--- src/rtl/ahb_decoder_mux.sv ---
// rtl/ahb_decoder_mux.sv - AHB-lite address decoder with data-phase response multiplexer
//
// Purpose: decodes the master address phase into a one-hot slave select, registers
// the data-phase owner, and multiplexes the owning slave's HREADYOUT/HRESP/HRDATA
// back to the master. Unmapped NONSEQ/SEQ transfers get a two-cycle ERROR response
// from an internal default slave.
//
// Optional feature macro: AHB_DECODER_TIMEOUT_EN
//   When defined, a stalled slave is abandoned after TIMEOUT_CYCLES wait states
//   and the master receives a two-cycle ERROR response instead.
//
// Ports:
//   clock    in   rising-edge clock
//   reset    in   asynchronous active-high reset
//   m_addr   in   address-phase address from the master
//   m_trans  in   HTRANS (0 IDLE, 1 BUSY, 2 NONSEQ, 3 SEQ)
//   m_ready  out  HREADY to the master, also fanned out to every slave
//   m_rdata  out  muxed read data
//   m_resp   out  muxed response (0 OKAY, 1 ERROR)
//   s_sel    out  per-slave select, combinational from m_addr
//   s_rdata  in   per-slave read data
//   s_ready  in   per-slave HREADYOUT
//   s_resp   in   per-slave response

module ahb_decoder_mux #(
  parameter int                DEVICE_COUNT   = 4,
  parameter int                ADDR_W         = 32,
  parameter int                DATA_W         = 32,
  parameter logic [ADDR_W-1:0] BASE [DEVICE_COUNT] = '{32'd0, 32'd2048, 32'd4096, 32'd8192},
  parameter logic [ADDR_W-1:0] SIZE [DEVICE_COUNT] = '{32'd2048, 32'd2048, 32'd4096, 32'd4096},
  parameter int                TIMEOUT_CYCLES = 255
) (
  input  logic                               clock,
  input  logic                               reset,
  input  logic [ADDR_W-1:0]                  m_addr,
  input  logic [1:0]                         m_trans,
  output logic                               m_ready,
  output logic [DATA_W-1:0]                  m_rdata,
  output logic                               m_resp,
  output logic [DEVICE_COUNT-1:0]            s_sel,
  input  logic [DEVICE_COUNT-1:0][DATA_W-1:0] s_rdata,
  input  logic [DEVICE_COUNT-1:0]            s_ready,
  input  logic [DEVICE_COUNT-1:0]            s_resp
);

  localparam int IDX_W = (DEVICE_COUNT > 1) ? $clog2(DEVICE_COUNT) : 1;

  if (DEVICE_COUNT < 1 || DEVICE_COUNT > 16) begin : g_bad_device_count
    $error("ahb_decoder_mux: DEVICE_COUNT must be 1..16");
  end
  if (TIMEOUT_CYCLES < 1 || TIMEOUT_CYCLES > 65535) begin : g_bad_timeout
    $error("ahb_decoder_mux: TIMEOUT_CYCLES must be 1..65535");
  end

  typedef enum logic [1:0] {DSEL_NONE, DSEL_SLAVE, DSEL_DEFAULT} dsel_e;
  typedef enum logic [1:0] {ST_OK, ST_ERR1, ST_ERR2} err_state_e;

  dsel_e            dsel_q, dsel_d;
  logic [IDX_W-1:0] idx_q, idx_d;
  err_state_e       state_q, state_d;

  logic [DEVICE_COUNT-1:0] region_hit;
  logic                    addr_hit;
  logic [IDX_W-1:0]        hit_idx;
  logic                    xfer_active;
  logic                    load_default;
  logic                    timeout_fire;

  // Address decode. The offset test (m_addr - BASE) < SIZE cannot overflow once
  // m_addr >= BASE, so regions ending exactly at the top of the map still work.
  always_comb begin
    region_hit = '0;
    for (int i = 0; i < DEVICE_COUNT; i++) begin
      region_hit[i] = (m_addr >= BASE[i]) && ((m_addr - BASE[i]) < SIZE[i]);
    end
    addr_hit = |region_hit;
    // Walk downwards so the lowest matching index is the one left standing.
    hit_idx = '0;
    for (int i = DEVICE_COUNT - 1; i >= 0; i--) begin
      if (region_hit[i]) hit_idx = IDX_W'(i);
    end
    s_sel = '0;
    if (addr_hit) s_sel[hit_idx] = 1'b1;
  end

  assign xfer_active  = m_trans[1];
  assign load_default = m_ready && xfer_active && !addr_hit;

`ifdef AHB_DECODER_TIMEOUT_EN
  localparam logic [15:0] TMO_LAST = 16'(TIMEOUT_CYCLES - 1);

  logic [15:0] tmo_cnt_q, tmo_cnt_d;
  logic        slave_stall;

  assign slave_stall = (state_q == ST_OK) && (dsel_q == DSEL_SLAVE) && !s_ready[idx_q];
  // Fires on the edge that would take the count to TIMEOUT_CYCLES, so ERR1 is
  // presented right after the TIMEOUT_CYCLES-th wait state.
  assign timeout_fire = slave_stall && (tmo_cnt_q == TMO_LAST);

  always_comb begin
    tmo_cnt_d = '0;
    if (slave_stall && !timeout_fire) tmo_cnt_d = tmo_cnt_q + 16'd1;
  end

  always_ff @(posedge clock or posedge reset) begin
    if (reset) tmo_cnt_q <= '0;
    else       tmo_cnt_q <= tmo_cnt_d;
  end
`else
  assign timeout_fire = 1'b0;
`endif

  // Data-phase owner. Only an accepting edge (m_ready=1) moves it, except that a
  // timeout abandons the stalled slave regardless.
  always_comb begin
    dsel_d = dsel_q;
    idx_d  = idx_q;
    if (timeout_fire) begin
      dsel_d = DSEL_NONE;
    end else if (m_ready) begin
      if (!xfer_active) begin
        dsel_d = DSEL_NONE;
      end else if (addr_hit) begin
        dsel_d = DSEL_SLAVE;
        idx_d  = hit_idx;
      end else begin
        dsel_d = DSEL_DEFAULT;
      end
    end
  end

  always_ff @(posedge clock or posedge reset) begin
    if (reset) begin
      dsel_q <= DSEL_NONE;
      idx_q  <= '0;
    end else begin
      dsel_q <= dsel_d;
      idx_q  <= idx_d;
    end
  end

  // Error FSM: state register.
  always_ff @(posedge clock or posedge reset) begin
    if (reset) state_q <= ST_OK;
    else       state_q <= state_d;
  end

  // Error FSM: next state. ERR2 drives m_ready=1, so load_default there means a
  // back-to-back unmapped transfer and goes straight back to ERR1.
  always_comb begin
    state_d = ST_OK;
    case (state_q)
      ST_OK:   state_d = (load_default || timeout_fire) ? ST_ERR1 : ST_OK;
      ST_ERR1: state_d = ST_ERR2;
      ST_ERR2: state_d = load_default ? ST_ERR1 : ST_OK;
      default: state_d = ST_OK;
    endcase
  end

  // Error FSM: outputs, with the slave mux when no error is in progress.
  always_comb begin
    m_ready = 1'b1;
    m_resp  = 1'b0;
    m_rdata = '0;
    case (state_q)
      ST_ERR1: begin
        m_ready = 1'b0;
        m_resp  = 1'b1;
      end
      ST_ERR2: begin
        m_ready = 1'b1;
        m_resp  = 1'b1;
      end
      default: begin
        if (dsel_q == DSEL_SLAVE) begin
          m_ready = s_ready[idx_q];
          m_resp  = s_resp[idx_q];
          m_rdata = s_rdata[idx_q];
        end
      end
    endcase
  end

endmodule

--- config.mk ---
export PLATFORM = sky130hd
export DESIGN_NAME = ahb_decoder_mux
export DESIGN_NICKNAME = d
export VERILOG_FILES = /design/src/rtl/ahb_decoder_mux.sv
export SDC_FILE = /design/constraint.sdc
export NUM_CORES = 1
export LEC_CHECK = 0
export CAP_MARGIN = 20
export CORE_UTILIZATION = 31
export DETAILED_ROUTE_END_ITERATION = 10
export PLACE_DENSITY = 0.88
export SYNTH_ARGS = -nofsm -noshare
export SYNTH_HDL_FRONTEND = slang
export SYNTH_SLANG_ARGS = --single-unit
--- constraint.sdc ---
create_clock -name clock -period 3.8 [get_ports clock]
set_clock_uncertainty 0.1 [all_clocks]
set_input_delay 0.76 -clock clock [delete_from_list [all_inputs] [get_ports clock]]
set_output_delay 0.76 -clock clock [all_outputs]
set_load 0.005 [all_outputs]
==> summary.txt, run 1 <==
Clock tree
  • Deepest clock path buffer count: 2
  • Clock transition at path regs: 30 ps
  • CTS H-tree lvls: 1
  • Skew-Pair Late Insertion Delay: 230 ps
  • Clk root buf: clkbuf_8
  • CTS Sinks: 6
  • Cts bufs inserted: 3
  • TritonCTS clock tree: yes

Flow run
  • Maxcap violations: 0

Routing
  • Initial DRC Count: 162
  • Routed WL: 12100 µm
  • Post-DRT Antenna Nets: 0
  • Drt first pass iters: 5
  • Top routing layer used: met4
  • Met3 Wirelength: 998 µm
  • Total number of vias: 3283
  • Avg WL per Cell: 20.3 µm
  • Met2 Routed Length: 6530 µm
  • Met1 WL: 4100 µm
  • # DRC: 0
  • Vias per cell: 5.51

STA
  • Final worst slack: just under 20 ps
  • Endpoints failing setup: 0
  • F_max: 0.265 GHz
  • Worst Tran Pin Value: 732 ps
  • Max Slew Vio Count: 0
  • Final hold slack: 430 ps
  • Final min period: roughly 3800 ps
  • Slew margin rel.: between 50% and 60%
  • Fin. Hold Viols: 0
  • Period utilization: just under 100%

Finish
  • Layout area overhead: 129%
  • Final non-filler cell total: 596
  • Fin area: 0.00503 mm²
  • Share of cells above drive strength 1: 31.5%
  • NumNets Final: about 680
  • Register area: 151 µm²
  • Multi-input gate area: 0.00210 mm²
  • Commonest non-fill, non-tap cells in the layout: clkdlybuf4s50_1, buf_4, mux4_2
  • FILL cells: about 530
  • Commonest non-fill, non-tap cell in the layout: clkdlybuf4s50_1

Placement
  • I/O Buffers: 197
  • Placer Congestion: between 0.9 and 1
  • Hpwl dp: 9980 µm
  • Placement Setup Slack: -703 ps
  • DP Area: 0.00469 mm²
  • Dpl cells: ~580

Worst setup path
  • CP Capture Point: s_sel[3]
  • Worst r2r dst: state_q[0]
  • Critical Path RT: around 3000 ps
  • R2R Setup Slk: around 1100 ps
  • Crit Reg-Reg Startpoint: state_q[0]
  • CP Launch Type: input pin
  • WS Path Type: in -> out
  • Critical Path Sink Type: output port
  • FF-to-FF path depth: 7
  • WP data arrival: 2920 ps
  • Worst setup path startpoint: m_addr[26]
  • Worst Path Max Fanout: 2

Synth
  • Yosys warnings: 0
  • Synthesized Nets: 418
  • Synth unique cells: 56
  • Synth Cell Area: 0.00219 mm²
  • Ys flop type: dfrtp_1
  • Post-synthesis sequential area ratio: 6.84%
  • Synth Register Bits: 6
  • EDFF count, synth: 0
  • Syn_area_per_cell: between 9 and 10 µm²
  • Syn Inst Count: 239
  • Post-synth ARST share: between 90% and 100%

GRT
  • Initial antenna violation count: 2
  • Vias in the first global route: 3330
  • Total grt overflow: 0
  • First-pass GRT wire length: 17300 µm
  • Largest net degree at the start of global routing: 34
  • Total Routing Usage GR: 31.2%

Floorplan
  • Num rows: 30
  • Die area: 0.00742 mm²
  • Initial Util: 32.1%
  • Die width: 86.1 µm
  • Chip height: 86.1 µm
  • Core Footprint: between 0.006 and 0.007 mm²
  • Io pins: 210

Power
  • Maximum vdd drop: 74.4 µV
  • Power per cell area: 130 mW/mm²
  • P_leak: 1.94 nW
  • Total power draw: 653 µW

Min path
  • Worst hold-check path type: reg -> reg
  • Min-delay src: dsel_q[0]

Outcome
  • Result of the run: complete, no violations
==> sequential cells by signal, summed over array words and instances (netlist names) <==
| signal | flops |
|---|---|
| dsel_q | 2 |
| idx_q | 2 |
| state_q | 2 |
==> report_power, final <==
| part | internal (mW) | leakage (nW) | switching, mW | total [mW] |
|---|---|---|---|---|
| registers | 0.0781 | 0.0745 | 0.0105 | 0.0886 |
| logic | 0.291 | 1.84 | 0.170 | 0.460 |
| clock network | 0.0725 | 0.0228 | 0.0317 | 0.104 |
==> stage by stage <==
step / util (%) / setup TNS, ps
floorplan: - / 0
finish: 73.7 / 0
detailed placement: 68.6 / -2140
global placement: 68.6 / -2240
global route: 73.7 / -35.4
CTS: 71.5 / 0
==> per-layer routing <==
| metal | vias up | track usage (%) |
|---|---|---|
| li1 | 1468 | - |
| met1 | 1574 | 32.7 |
| met2 | 204 | 58.7 |
| met3 | 37 | 7.12 |
| met4 | 0 | 14.5 |
| met5 | - | 0 |
==> timing repair <==
action / CTS / global route
setup endpoints to repair: 4 / 4
hold buffers: 0 / 0
gates resized for setup: 32 / 33
setup buffers: 11 / 3
pin swaps: 16 / 21
==> kinds of logic after synthesis <==
kind of cell	Yosys count	share of synthesized area [%]
AND/OR/NAND/NOR	114	33.4
AO/OA/AOI/OAI	38	12.4
multiplexers	35	35.4
buffers and inverters	34	6.04
adder cells (fa/ha/maj)	7	3.99
flip-flops	6	6.84
XOR/XNOR	5	2.00
==> Yosys cell counts (2+ instances only) <==
library cell	count	area (µm²)
nor4_1	10	62.6
inv_1	18	67.6
nand4_1	8	50.1
and4_1	3	26.3
nand3_1	8	40.0
a31oi_1	5	31.3
nand2_1	6	22.5
dfrtp_1	6	150
mux4_2	34	766
nor4b_1	2	17.5
ha_1	7	87.6
nor3_1	5	25.0
or3_1	2	12.5
nor2_1	14	52.6
o22ai_1	3	18.8
nor2b_1	34	213
buf_1	3	11.3
xnor2_1	3	26.3
nor3b_1	5	37.5
o21ai_0	8	40.0
clkbuf_1	11	41.3
or4_1	2	15.0
xor2_1	2	17.5
a21oi_1	8	40.0
==> critical path, cell delays in order <==
cell             delay [ps]
clkdlybuf4s50_1         430
nor4_1                  380
and4_1                  280
o2111a_1                220
nand2_1                  80
or4_4                   510
nor2_4                  130
buf_2                   120
==> area by class of cell <==
| type | instances | share of cell area (%) |
|---|---|---|
| Timing Repair Buffer | 271 | 50.5 |
| Multi-Input combinational cell | 199 | 41.7 |
| Sequential cell | 6 | 3.01 |
| Tap cell | 96 | 2.39 |
| Inverter | 18 | 1.34 |
| Clock buffer | 4 | 0.895 |
| Antenna cell | 2 | 0.0994 |
==> worst min-delay path by stage <==
stage	endpoint	slack (ps)	cells past startpoint
5_1_grt	dsel_q[0]	460	2
3_5_place_dp	dsel_q[0]	430	2
2_1_floorplan	dsel_q[0]	400	2
6_report	dsel_q[0]	430	2
4_1_cts	dsel_q[0]	440	2
3_3_place_gp	dsel_q[0]	410	2
(Power assumes the default switching activity.)
==> inputs of run 2 (changes only) <==
--- a/config.mk
+++ b/config.mk
@@ -9,6 +9,7 @@
 export CORE_UTILIZATION = 31
 export DETAILED_ROUTE_END_ITERATION = 10
 export PLACE_DENSITY = 0.88
+export RECOVER_POWER = 50
 export SYNTH_ARGS = -nofsm -noshare
 export SYNTH_HDL_FRONTEND = slang
 export SYNTH_SLANG_ARGS = --single-unit
==> run 2 against run 1 <==
- first-iteration DRC count stayed put
- critical path depth stayed put
- routed wire length is essentially flat
- count of clock-buffer cells in the layout unchanged
- global-route usage unchanged
- worst hold slack did not move
- sequential power about the same
- sequential cell count unchanged
- largest cell class unchanged
- utilization is the same
- cell count unchanged
- setup slack stayed put
- maximum frequency is the same
==> summary.txt, run 2 (same netlist as run 1, synthesis figures left out) <==
Outcome
  • Result of the run: complete, no violations

Worst setup path
  • WP data arrival: approximately 2900 ps
  • FF-to-FF path depth: 7
  • Critical Path Sink Type: output port
  • R2R Setup Slk: 1120 ps
  • Critical Path RT: 2940 ps
  • Critical-path cell list: clkdlybuf4s50_1 -> nor4_1 -> and4_1 -> o2111a_1 -> nand2_1 -> or4_4 -> nor2_4 -> buf_2
  • Crit Reg-Reg Startpoint: state_q[0]
  • Worst Path Max Fanout: 2
  • Crit-path slowest cell: or4_4
  • WS Path Type: in -> out
  • Slowest stage delay, CP: 510 ps
  • CP Launch Type: input pin
  • Worst r2r dst: state_q[0]

STA
  • Fin. Hold Viols: 0
  • Period utilization: 99.5%
  • Worst Tran Pin Value: 732 ps
  • Final hold slack: 430 ps
  • F_max: about 0.26 GHz
  • Fin Setup TNS: 0 ps
  • Max Slew Vio Count: 0
  • Final worst slack: 19.4 ps
  • Final min period: around 3800 ps
  • Endpoints failing setup: 0
  • Slew margin rel.: between 50 and 60%

Routing
  • Total number of vias: 3283
  • Post-DRT Antenna Nets: 0
  • Initial DRC Count: around 160
  • # DRC: 0
  • Routed WL: 12100 µm
  • Drt first pass iters: 5
  • Avg WL per Cell: 20.3 µm
  • Vias per cell: 5.51

Finish
  • Largest regs: dsel_q (2), idx_q (2), state_q (2)
  • Fin area: slightly above 0.005 mm²
  • FILL cells: 528
  • Commonest non-fill, non-tap cells in the layout: clkdlybuf4s50_1, buf_4, mux4_2
  • Share of cells above drive strength 1: 31.5%
  • Layout area overhead: 129%
  • Register area: approximately 150 µm²
  • Multi-input gate area: about 0.0021 mm²
  • Commonest non-fill, non-tap cell in the layout: clkdlybuf4s50_1
  • NumNets Final: 678

Placement
  • I/O Buffers: 197
  • DP Area: 0.00469 mm²
  • Placer Congestion: 0.953
  • Hpwl dp: approximately 10000 µm
  • Placement Setup Slack: -703 ps

Floorplan
  • Chip height: 86.1 µm
  • Core Footprint: 0.00683 mm²
  • Num rows: 30
  • Io pins: 210
  • Die area: approximately 0.0074 mm²
  • Initial Util: 32.1%
  • Die width: 86.1 µm

Clock tree
  • Post-CTS Hold Buffers: 0
  • Deepest clock path buffer count: 2
  • CTS H-tree lvls: 1
  • Skew-Pair Late Insertion Delay: 230 ps
  • Clk root buf: clkbuf_8
  • CTS Sinks: 6
  • Cts bufs inserted: 3
  • Clock transition at path regs: about 30 ps
  • TritonCTS clock tree: yes

Power
  • Power per cell area: 130 mW/mm²
  • Maximum vdd drop: ~74 µV
  • P_leak: 1.94 nW

GRT
  • Largest net degree at the start of global routing: 34
  • Total Routing Usage GR: a little under a third
  • First-pass GRT wire length: ~17000 µm
  • Vias in the first global route: 3330
  • Initial antenna violation count: 2
  • Total grt overflow: 0

Flow run
  • Maxcap violations: 0

Min path
  • Worst hold-check path type: reg -> reg
  • Min-delay src: dsel_q[0]
  • Hold path cells: 2
  • Min-Delay Endpoint: dsel_q[0]
-- run 2: cell count changes in the layout (fill, tap and decap cells not counted), sizes merged --
cell           before  now
dlygate4sd3         0    1
clkdlybuf4s50     183  182
-- run 2: worst max-delay path by stage --
stage               start        to
2_1_floorplan  m_addr[13]  s_sel[3]
5_1_grt        m_addr[11]  s_sel[1]
3_5_place_dp   m_addr[13]  s_sel[3]
4_1_cts        m_addr[13]  s_sel[3]
3_3_place_gp   m_addr[16]  s_sel[2]
6_report       m_addr[26]  s_sel[3]
-- run 2: layout make-up --
class	instances	share of cell area (%)
antenna	2	0.0994
clock buffer	4	0.895
inverter	18	1.34
multi-input combinational	199	41.7
sequential	6	3.01
tap	96	2.39
timing repair buffer	271	50.5
-- run 2: repair_timing --
action / 4_1_cts / 5_1_grt
resized for setup: 32 / 33
pin swaps: 16 / 21
setup buffers: 11 / 3
endpoints found under the setup margin: 4 / 4
-- run 2: per-stage QoR --
| stage | util [%] | std cells | power [mW] |
|---|---|---|---|
| floorplan | - | 239 | 0.231 |
| global placement | 68.6 | 576 | 0.510 |
| detailed placement | 68.6 | 576 | 0.526 |
| CTS | 71.5 | 591 | 0.642 |
| global route | 73.7 | 596 | 0.690 |
| finish | 73.7 | 596 | 0.653 |
-- run 2: per-layer routing --
layer  part of all wire [%]  wire length, µm  up-vias  track usage [%]
li1                       -                -     1468                -
met1                     34             4100     1574             32.7
met2                     54             6530      204             58.7
met3                    8.2              998       37             7.12
met4                    4.0              479        0             14.5
met5                      0                0        -                0
-- run 2: worst max-delay path, delay by kind of cell --
kind	cells	cell delay [ps]
buffers and inverters	2	550
AND/OR/NAND/NOR	5	1380
AO/OA/AOI/OAI	1	220
-- run 2: power by group --
part | leakage [nW] | internal, mW | switching (mW)
combinational | 1.84 | 0.291 | 0.170
clock | 0.0228 | 0.0725 | 0.0317
sequential | 0.0745 | 0.0781 | 0.0105
total | 1.94 | 0.441 | 0.212
==> inputs of run 3 (changes only) <==
--- a/config.mk
+++ b/config.mk
@@ -6,9 +6,9 @@
 export NUM_CORES = 1
 export LEC_CHECK = 0
 export CAP_MARGIN = 20
-export CORE_UTILIZATION = 31
+export CORE_UTILIZATION = 28
 export DETAILED_ROUTE_END_ITERATION = 10
-export PLACE_DENSITY = 0.88
+export PLACE_DENSITY = 0.84
 export RECOVER_POWER = 50
 export SYNTH_ARGS = -nofsm -noshare
 export SYNTH_HDL_FRONTEND = slang
==> constraint.sdc (replaced) <==
create_clock -name clock -period 3.4 [get_ports clock]
set_clock_uncertainty 0.1 [all_clocks]
set_input_delay 0.68 -clock clock [delete_from_list [all_inputs] [get_ports clock]]
set_output_delay 0.68 -clock clock [all_outputs]
set_load 0.005 [all_outputs]
==> run 3 against run 2 <==
- combinational power is 9.8% higher
- global-route usage shrank 2.5 points
- the flow now finishes with violations (setup timing)
- utilization down 4.5 points
- clock power up 12%
- critical path type unchanged
- die area is 10% higher
- non-clock buffer count is 3 higher
- sequential cell count unchanged
- largest power group unchanged
==> summary.txt, run 3 (same netlist as run 1, synthesis figures left out) <==
STA
  • Max Slew Vio Count: 0
  • Period utilization: 102%
  • RSZ-0062 raised after global routing: yes
  • Final worst slack: -77.5 ps
  • F_max: 0.288 GHz
  • Fin. Hold Viols: 0
  • Worst Tran Pin Value: 548 ps
  • Slew margin rel.: 63.5%
  • Endpoints failing setup: 1
  • Final min period: 3480 ps

Finish
  • NumNets Final: roughly 680
  • Commonest non-fill, non-tap cell in the layout: clkdlybuf4s50_1
  • Layout area overhead: 134%
  • Commonest non-fill, non-tap cells in the layout: clkdlybuf4s50_1, buf_4, mux4_2, nor2b_1, inv_1
  • Largest regs: dsel_q (2), idx_q (2), state_q (2)
  • Final non-filler cell total: 603
  • Share of cells above drive strength 1: 33.7%
  • Fin area: 0.00513 mm²

Clock tree
  • TritonCTS clock tree: yes
  • Clk root buf: clkbuf_8
  • CTS H-tree lvls: 1
  • Cts bufs inserted: 3
  • Skew-Pair Late Insertion Delay: 230 ps
  • Clock transition at path regs: 40 ps
  • CTS Sinks: 6
  • Deepest clock path buffer count: 2

Worst setup path
  • Slowest stage delay, CP: 460 ps
  • Most numerous cell on the critical path: buf_4
  • Critical Path RT: 2620 ps
  • Critical-path cell list: dlygate4sd2_1 -> buf_4 -> nor4_2 -> nand4_1 -> buf_4 -> xor2_1 -> nand3_1 -> or4_4 -> nor2_2 -> buf_2
  • Critical Path Sink Type: output port
  • CP Launch Type: input pin
  • WP data arrival: 2700 ps
  • Crit-path slowest cell: or4_4
  • R2R Setup Slk: roughly 1200 ps
  • Worst Path Max Fanout: 4
  • WS Path Type: in -> out

Routing
  • Post-DRT Antenna Nets: 0
  • Avg WL per Cell: 20.1 µm
  • # DRC: 0
  • Drt first pass iters: 4
  • Total number of vias: 3255
  • Vias per cell: 5.40
  • Routed WL: 12100 µm
  • Initial DRC Count: approximately 150

Outcome
  • Result of the run: finished, violations left
  • Failing checks: setup timing

Placement
  • Hpwl dp: ~9600 µm
  • Placement Setup Slack: -843 ps
  • Placer Congestion: between 0.9 and 1
  • I/O Buffers: between 150 and 200
  • DP Area: 0.00471 mm²
  • Dpl cells: 577

Power
  • P_leak: 1.97 nW
  • Power per cell area: about 140 mW/mm²
  • Total power draw: 719 µW
  • Maximum vdd drop: 87.4 µV

GRT
  • Total Routing Usage GR: between 20% and 30%
  • First-pass GRT wire length: 18400 µm
  • Initial antenna violation count: 3
  • Largest net degree at the start of global routing: 33
  • Vias in the first global route: 3493
  • Total grt overflow: 0

Floorplan
  • Num rows: 31
  • Core Footprint: 0.00741 mm²
  • Initial Util: 29.6%
  • Io pins: 210
  • Die area: 0.00820 mm²
  • Chip height: 90.5 µm
  • Die width: 90.5 µm

Min path
  • Worst hold-check path type: reg -> reg

Flow run
  • Maxcap violations: 0
## run 3: what timing repair did
item                                   CTS  global route
resized for setup                       83            19
setup buffers                           19             2
endpoints found under the hold margin    0             0
setup endpoints to repair                4             9
pin swaps                               32            20
hold buffers                             0             0
## run 3: per-stage QoR
stage	setup TNS, ps	util (%)	hold WS [ps]
after floorplan	0	-	371
after global placement	-2610	63.6	414
after detailed placement	-2980	63.6	436
after CTS	-66.7	68.4	441
after global routing	-209	69.2	463
final	-77.5	69.2	441
## run 3: cell type report
| class | instances | area (µm²) |
|---|---|---|
| antenna | 3 | 7.51 |
| clock buffer | 4 | 45.0 |
| fill | 560 | 2280 |
| inverter | 18 | 75.1 |
| multi-input combinational | 199 | 2140 |
| sequential | 6 | 151 |
| tap | 99 | 124 |
| timing repair buffer | 274 | 2590 |
## run 3: worst paths after layout
kind / depth (start not counted) / to / startpoint
max: 10 / s_sel[3] / m_addr[25]
min reg2reg: 2 / dsel_q[0] / dsel_q[0]
min: 2 / dsel_q[0] / dsel_q[0]
max in group asynchronous: 2 / idx_q[0] / reset
min in group asynchronous: 2 / state_q[0] / reset
max reg2reg: 9 / idx_q[0] / state_q[0]
## run 3: power breakdown
part / internal, mW / switching [mW] / total (mW)
Clock: 0.0810 / 0.0351 / 0.116
Combinational: 0.316 / 0.189 / 0.505
Sequential: 0.0873 / 0.0107 / 0.0980
Total: 0.484 / 0.235 / 0.719
## run 3: metal layers
metal	wire [µm]	vias to the layer above	share of wire, %	track usage, %
met3	824	38	6.8	4.71
met5	0	-	0	0
met1	4420	1552	37	32.7
met2	6290	181	52	52.4
li1	-	1484	-	-
met4	558	0	4.6	12.6
## run 3: critical path, delay by kind of cell
family	cells	cell delay (ps)
XOR/XNOR	1	140
buffers and inverters	4	760
AND/OR/NAND/NOR	5	1120
